[config.mk]
export PLATFORM = sky130hd
export DESIGN_NAME = qsn_ctrl_len17
export DESIGN_NICKNAME = d
export VERILOG_FILES = /design/src/rtl/qsn_pkg.sv /design/src/rtl/qsn_sel_delay.sv /design/src/rtl/qsn_ctrl_len17.sv
export SDC_FILE = /design/constraint.sdc
export NUM_CORES = 1
export LEC_CHECK = 0
export CORE_MARGIN = 3
export CORE_UTILIZATION = 47
export DETAILED_ROUTE_END_ITERATION = 7
export GPL_TIMING_DRIVEN = 0
export PLACE_DENSITY = 0.8
export SYNTH_ARGS = -nofsm -noshare
export SYNTH_HDL_FRONTEND = slang
export SYNTH_SLANG_ARGS = --single-unit
[constraint.sdc]
create_clock -name sys_clk -period 2.1 [get_ports sys_clk]
set_input_delay 0.63 -clock sys_clk [delete_from_list [all_inputs] [get_ports sys_clk]]
set_output_delay 0.63 -clock sys_clk [all_outputs]
set_load 0.02 [all_outputs]
[src/rtl/qsn_pkg.sv]
// qsn_pkg: shared definitions for the 17-lane quasi-cyclic shift network
// sequencer.
//   P        circulant size
//   SHIFT_W  width of a shift factor and of the shifter controls
//   MERGE_W  width of the thermometer merge select
//   state_t  sequencer FSM states
//   decode_shift()  turns one shift factor into {left, right, merge} controls
package qsn_pkg;

  localparam int P       = 17;
  localparam int SHIFT_W = 5;
  localparam int MERGE_W = 16;

  typedef enum logic [1:0] {
    ST_IDLE  = 2'd0,
    ST_RUN   = 2'd1,
    ST_DRAIN = 2'd2
  } state_t;

  typedef struct packed {
    logic [SHIFT_W-1:0] left;
    logic [SHIFT_W-1:0] right;
    logic [MERGE_W-1:0] merge;
  } sel_t;

  // A factor outside the circulant (s >= P) is decoded as s = 0 so the
  // network still moves well-formed data; the caller flags the error.
  // Merge lane i takes the left shifter output while i < 16 - s.
  function automatic sel_t decode_shift(input logic [SHIFT_W-1:0] s);
    sel_t               d;
    logic [SHIFT_W-1:0] s_eff;
    s_eff   = (int'(s) >= P) ? '0 : s;
    d.left  = s_eff;
    d.right = SHIFT_W'(MERGE_W) - s_eff;
    d.merge = '0;
    for (int i = 0; i < MERGE_W; i++) begin
      d.merge[i] = (i < (MERGE_W - int'(s_eff)));
    end
    return d;
  endfunction

endpackage

[src/rtl/qsn_sel_delay.sv]
// qsn_sel_delay: PIPE_DEPTH-stage valid+data shift register that keeps the
// merge select aligned with the shifter pipeline.
//   clk        rising-edge clock
//   rstn       synchronous active-low reset, clears every stage
//   in_sel     select entering the line
//   in_valid   in_sel is valid
//   out_sel    select delayed by PIPE_DEPTH cycles (a wire when 0)
//   out_valid  in_valid delayed alongside out_sel
module qsn_sel_delay
  import qsn_pkg::*;
#(
  parameter int PIPE_DEPTH = 1,
  parameter int W          = MERGE_W
) (
  input  logic         clk,
  input  logic         rstn,
  input  logic [W-1:0] in_sel,
  input  logic         in_valid,
  output logic [W-1:0] out_sel,
  output logic         out_valid
);

  generate
    if (PIPE_DEPTH == 0) begin : g_wire
      assign out_sel   = in_sel;
      assign out_valid = in_valid;
    end else begin : g_pipe
      logic [W-1:0]          sel_q [PIPE_DEPTH];
      logic [PIPE_DEPTH-1:0] valid_q;

      always_ff @(posedge clk) begin
        if (!rstn) begin
          for (int i = 0; i < PIPE_DEPTH; i++) begin
            sel_q[i] <= '0;
          end
          valid_q <= '0;
        end else begin
          sel_q[0]   <= in_sel;
          valid_q[0] <= in_valid;
          for (int i = 1; i < PIPE_DEPTH; i++) begin
            sel_q[i]   <= sel_q[i-1];
            valid_q[i] <= valid_q[i-1];
          end
        end
      end

      assign out_sel   = sel_q[PIPE_DEPTH-1];
      assign out_valid = valid_q[PIPE_DEPTH-1];
    end
  endgenerate

endmodule

[src/rtl/qsn_ctrl_len17.sv]
// qsn_ctrl_len17: per-layer sequencer for the 17-lane QSN. Walks the layer's
// columns, accepts one shift factor per cycle, registers the shifter
// controls and sends the thermometer merge select through a delay line.
//   sys_clk       clock
//   rstn          synchronous active-low reset
//   start         begin a layer (ignored while busy)
//   col_num       columns in the layer, sampled with start
//   shift_factor  circulant shift for the current column
//   shift_valid   shift_factor valid
//   shift_ready   factor accepted this cycle when valid
//   left_sel      left shifter amount       (valid with shf_valid)
//   right_sel     right shifter amount      (valid with shf_valid)
//   shf_valid     shifter controls valid
//   col_idx       column index of the shifter controls
//   merge_sel     thermometer merge select  (valid with merge_valid)
//   merge_valid   merge select valid
//   busy          layer in progress
//   layer_done    one-cycle pulse after the last merge select issued
//   factor_err    sticky: a factor >= P was seen, cleared by start
module qsn_ctrl_len17
  import qsn_pkg::*;
#(
  parameter int PIPE_DEPTH = 1,
  parameter int COL_MAX    = 32
) (
  input  logic               sys_clk,
  input  logic               rstn,
  input  logic               start,
  input  logic [5:0]         col_num,
  input  logic [SHIFT_W-1:0] shift_factor,
  input  logic               shift_valid,
  output logic               shift_ready,
  output logic [SHIFT_W-1:0] left_sel,
  output logic [SHIFT_W-1:0] right_sel,
  output logic               shf_valid,
  output logic [MERGE_W-1:0] merge_sel,
  output logic               merge_valid,
  output logic [4:0]         col_idx,
  output logic               busy,
  output logic               layer_done,
  output logic               factor_err
);

  state_t             state;
  logic [5:0]         col_len;
  logic [5:0]         col_cnt;
  logic [1:0]         drain_cnt;
  logic [MERGE_W-1:0] merge_raw;
  logic               merge_raw_valid;
  logic               accept;
  sel_t               dec;

  assign accept = shift_valid & shift_ready;
  assign dec    = decode_shift(shift_factor);

  // Sequencer FSM. All outputs are registered here; shift_ready and busy are
  // set together with the state so they are valid the cycle the state is.
  always_ff @(posedge sys_clk) begin
    if (!rstn) begin
      state           <= ST_IDLE;
      col_len         <= '0;
      col_cnt         <= '0;
      drain_cnt       <= '0;
      shift_ready     <= 1'b0;
      busy            <= 1'b0;
      layer_done      <= 1'b0;
      factor_err      <= 1'b0;
      left_sel        <= '0;
      right_sel       <= '0;
      col_idx         <= '0;
      shf_valid       <= 1'b0;
      merge_raw       <= '0;
      merge_raw_valid <= 1'b0;
    end else begin
      layer_done      <= 1'b0;
      shf_valid       <= 1'b0;
      merge_raw_valid <= 1'b0;
      case (state)
        ST_IDLE: begin
          if (start) begin
            factor_err <= 1'b0;
            if (col_num == 6'd0) begin
              layer_done <= 1'b1;
            end else begin
              col_len     <= (col_num > 6'(COL_MAX)) ? 6'(COL_MAX) : col_num;
              col_cnt     <= '0;
              state       <= ST_RUN;
              shift_ready <= 1'b1;
              busy        <= 1'b1;
            end
          end
        end
        ST_RUN: begin
          if (accept) begin
            left_sel        <= dec.left;
            right_sel       <= dec.right;
            merge_raw       <= dec.merge;
            shf_valid       <= 1'b1;
            merge_raw_valid <= 1'b1;
            col_idx         <= col_cnt[4:0];
            col_cnt         <= col_cnt + 6'd1;
            if (int'(shift_factor) >= P) begin
              factor_err <= 1'b1;
            end
            if (col_cnt == col_len - 6'd1) begin
              state       <= ST_DRAIN;
              shift_ready <= 1'b0;
              drain_cnt   <= '0;
            end
          end
        end
        ST_DRAIN: begin
          // PIPE_DEPTH+1 cycles here lets the final select leave the line
          // before layer_done, which lands in the first IDLE cycle.
          if (drain_cnt == 2'(PIPE_DEPTH)) begin
            state      <= ST_IDLE;
            busy       <= 1'b0;
            layer_done <= 1'b1;
          end else begin
            drain_cnt <= drain_cnt + 2'd1;
          end
        end
        default: begin
          state       <= ST_IDLE;
          shift_ready <= 1'b0;
          busy        <= 1'b0;
        end
      endcase
    end
  end

  qsn_sel_delay #(
    .PIPE_DEPTH(PIPE_DEPTH),
    .W         (MERGE_W)
  ) u_sel_delay (
    .clk      (sys_clk),
    .rstn     (rstn),
    .in_sel   (merge_raw),
    .in_valid (merge_raw_valid),
    .out_sel  (merge_sel),
    .out_valid(merge_valid)
  );

endmodule

==> out/metrics.yaml, run 1 <==
status: "finished clean"
synth.most_common_cell: "dfxtp_1"
ys_ff_latch: 68
path_class: "in2reg"
cts-root-buf: "clkbuf_8"
synth_area_sq_um: 2920
fin_util_pct: 64.8
period_share_pct: 97.7
maxCapViolCount: 0
startpoint_type: "input pin"
grt_pass1_wl_um: 11300
path_clk_slew_ns: 0.08
clk_path_buf_depth: 2
place_ws_ns: -0.638
firstDrtPassIters: 4
synth_cell_types: 46
fin_nets: 409
skew_ns: 0.00906
synth_area_leaders: "dfxtp_1 47%, a21boi_0 5.2%, and2_1 4.5%, o21ai_0 3.9%, nand2_1 3.9%"
detail_route.wl_per_cell_um: 14.2
power_density_nw_per_um2: 716
max_freq_mhz: 488
initialDrtViolationCount: 147
gp_congestion: 0.861
async_flop_share_pct: 0
post_dp_cell_area_sq_um: 3550
instances_no_fill: 469
synth-main-ff-cell: "dfxtp_1"
hold_violations: 0
p_leak_nw: 1.48
die_area_sq_um: 7180
yosysTopAreaCell: "dfxtp_1"
ys_seq_area_share_pct: 46.7
clk_latency_ns: 0.35
setup_viol: 0
io_buffer_count: 50
tightest_slew_ns: 0.623
ios: 52
critPathArrivalTime_ns: 2.30
vias: 2468
drive_above_1_share_pct: 14.0
setup_ws_ns: 0.0493
ctsHoldBuffers: 0
cp.required_ns: 2.35
grt-ovfl-total: 0
initial_core_util_pct: 48.9
postLayoutCellArea_sq_um: 3860
syn-num-nets: 341
drv_slew: 0
avgSynthCellArea_sq_um: 9.08
period_needed_ns: 2.05
numCtsBuffers: 9
grt_max_degree: 15
relSlewSlack_pct: 58.1
syn2layout_area_growth_pct: 32.4
cts_tree: "yes"
core-area_sq_um: 5960
grt_pass1_vias: 2333
rows: 28
critPathCaptureType: "register"
synth_warnings: 0
die_w_um: 84.8
die_height_um: 84.8
drt_wl_total_um: 6680
ant_nets: 0
dp_cells: 446
clkSinkCount: 68
gr-usage-all-layers_pct: 19.8
synthesis.instances: 321
synthTopCellsByCount: "68 x dfxtp_1, 30 x nand2_1, 23 x o21ai_0, 21 x and2_1, 21 x nor2_1"
drc: 0
tns_ns: 0
synth.top_cell.area_share_pct: 46.7
antenna_found_initial: 0
synth-edff-count: 0
critPathMaxFanout: 9
htreeDepth: 3
detailed_place_hpwl_um: 4690
ir_worst_vdd_mv: 0.491
viasPerCell: 5.26
hold_path_class: "reg2reg"
diodes: 0
==> where the power goes <==
group / total, W / switching [W] / internal [W]
clock: 0.00111 / 0.000550 / 0.000564
sequential: 0.00133 / 0.0000170 / 0.00132
combinational: 0.000316 / 0.000169 / 0.000146
total: 0.00276 / 0.000736 / 0.00203
==> placed cells by master (no fill, tap or decap), drive strengths merged, types with 2 or more instances in the layout <==
cell and instances:
nand3 4, and2 21, nor3b 4, inv 11, nor3 4, a31oi 5
xor2 8, xnor2 5, dfxtp 68, o21ai 24, nand3b 5, or3 4
nand2 30, nor4b 2, ha 5, o22ai 2, nand4 2, and3 3
and4 2, clkbuf 16, buf 20, o211a 2, a21boi 20, nor2 21
a21oi 16, nand2b 16, dlygate4sd2 4, clkdlybuf4s50 45, nor2b 8, clkinvlp 2
==> metrics by stage <==
stage	total power [W]	hold WS [ns]
final	0.00276	0.458
after global routing	0.00287	0.481
after CTS	0.00277	0.460
after detailed placement	0.00165	0.439
after global placement	0.00165	0.438
after floorplan	0.00155	0.424
==> critical path, cell delays in order <==
cell and delay [ns]:
dlygate4sd2_1 0.25, buf_6 0.13, nand2b_4 0.14, ha_2 0.19, buf_6 0.14, o21ai_2 0.06, o21ai_2 0.08, a211oi_4 0.36
o22ai_1 0.14, and2_1 0.17
==> state kept, by name, summed over array words and instances (netlist names), 2 cells and up <==
signal,flops
merge_raw,16
col_len,6
u_sel_delay.g_pipe.sel_q,16
drain_cnt,2
state,2
left_sel,5
right_sel,4
col_cnt,6
col_idx,5
==> path summary, 6_finish.rpt <==
kind	startpoint	end	slack, ns	depth (start not counted)
worst max register to register	col_len[0]	drain_cnt[1]	0.13	7
worst max-delay path	shift_factor[4]	merge_raw[14]	0.05	10
worst min-delay path	merge_raw[2]	u_sel_delay.g_pipe.sel_q[0][2]	0.46	1
worst min register to register	merge_raw[2]	u_sel_delay.g_pipe.sel_q[0][2]	0.46	1
==> cell type report <==
cell class / count / area, sq um
Fill cell: 491 / 2090
Inverter: 7 / 26.3
Clock inverter: 7 / 80.1
Sequential cell: 68 / 1360
Tap cell: 75 / 93.8
Multi-Input combinational cell: 226 / 1500
Clock buffer: 9 / 124
Timing Repair Buffer: 58 / 558
Buffer: 19 / 123
==> logic make-up after synthesis <==
kind of cell	share of synthesized area [%]
flip-flops	46.7
XOR/XNOR	3.91
multiplexers	0.343
AND/OR/NAND/NOR	24.3
adder cells (fa/ha/maj)	2.15
AO/OA/AOI/OAI	17.8
buffers and inverters	4.81
==> layer usage <==
metal | vias to the layer above | GRT usage (%) | share of wire, %
met5 | - | 0 | 0
met4 | 0 | 6.91 | 2.1
met3 | 13 | 5.20 | 4.7
met2 | 76 | 30.1 | 46
met1 | 1146 | 27.3 | 47
li1 | 1233 | - | -
==> timing repair <==
| action | in CTS | in global routing |
|---|---|---|
| buffers inserted | 5 | 3 |
| endpoints found under the setup margin | 17 | 24 |
| endpoints found under the hold margin | 0 | 0 |
| pin swaps | 3 | 4 |
| gates resized for setup | 9 | 7 |
No activity file was read; power rests on OpenSTA's default activity.
==> inputs of run 2 (changes only) <==
==> constraint.sdc (replaced) <==
create_clock -name sys_clk -period 2.1 [get_ports sys_clk]
set_input_delay 0.63 -clock sys_clk [delete_from_list [all_inputs] [get_ports sys_clk]]
set_output_delay 0.63 -clock sys_clk [all_outputs]
set_load 0.01 [all_outputs]
==> results of run 2 <==
The final DEF is identical to that of run 1. Status: finished clean.
Among the figures that moved: worst IR drop on VDD 0.491 mV -> 0.489 mV
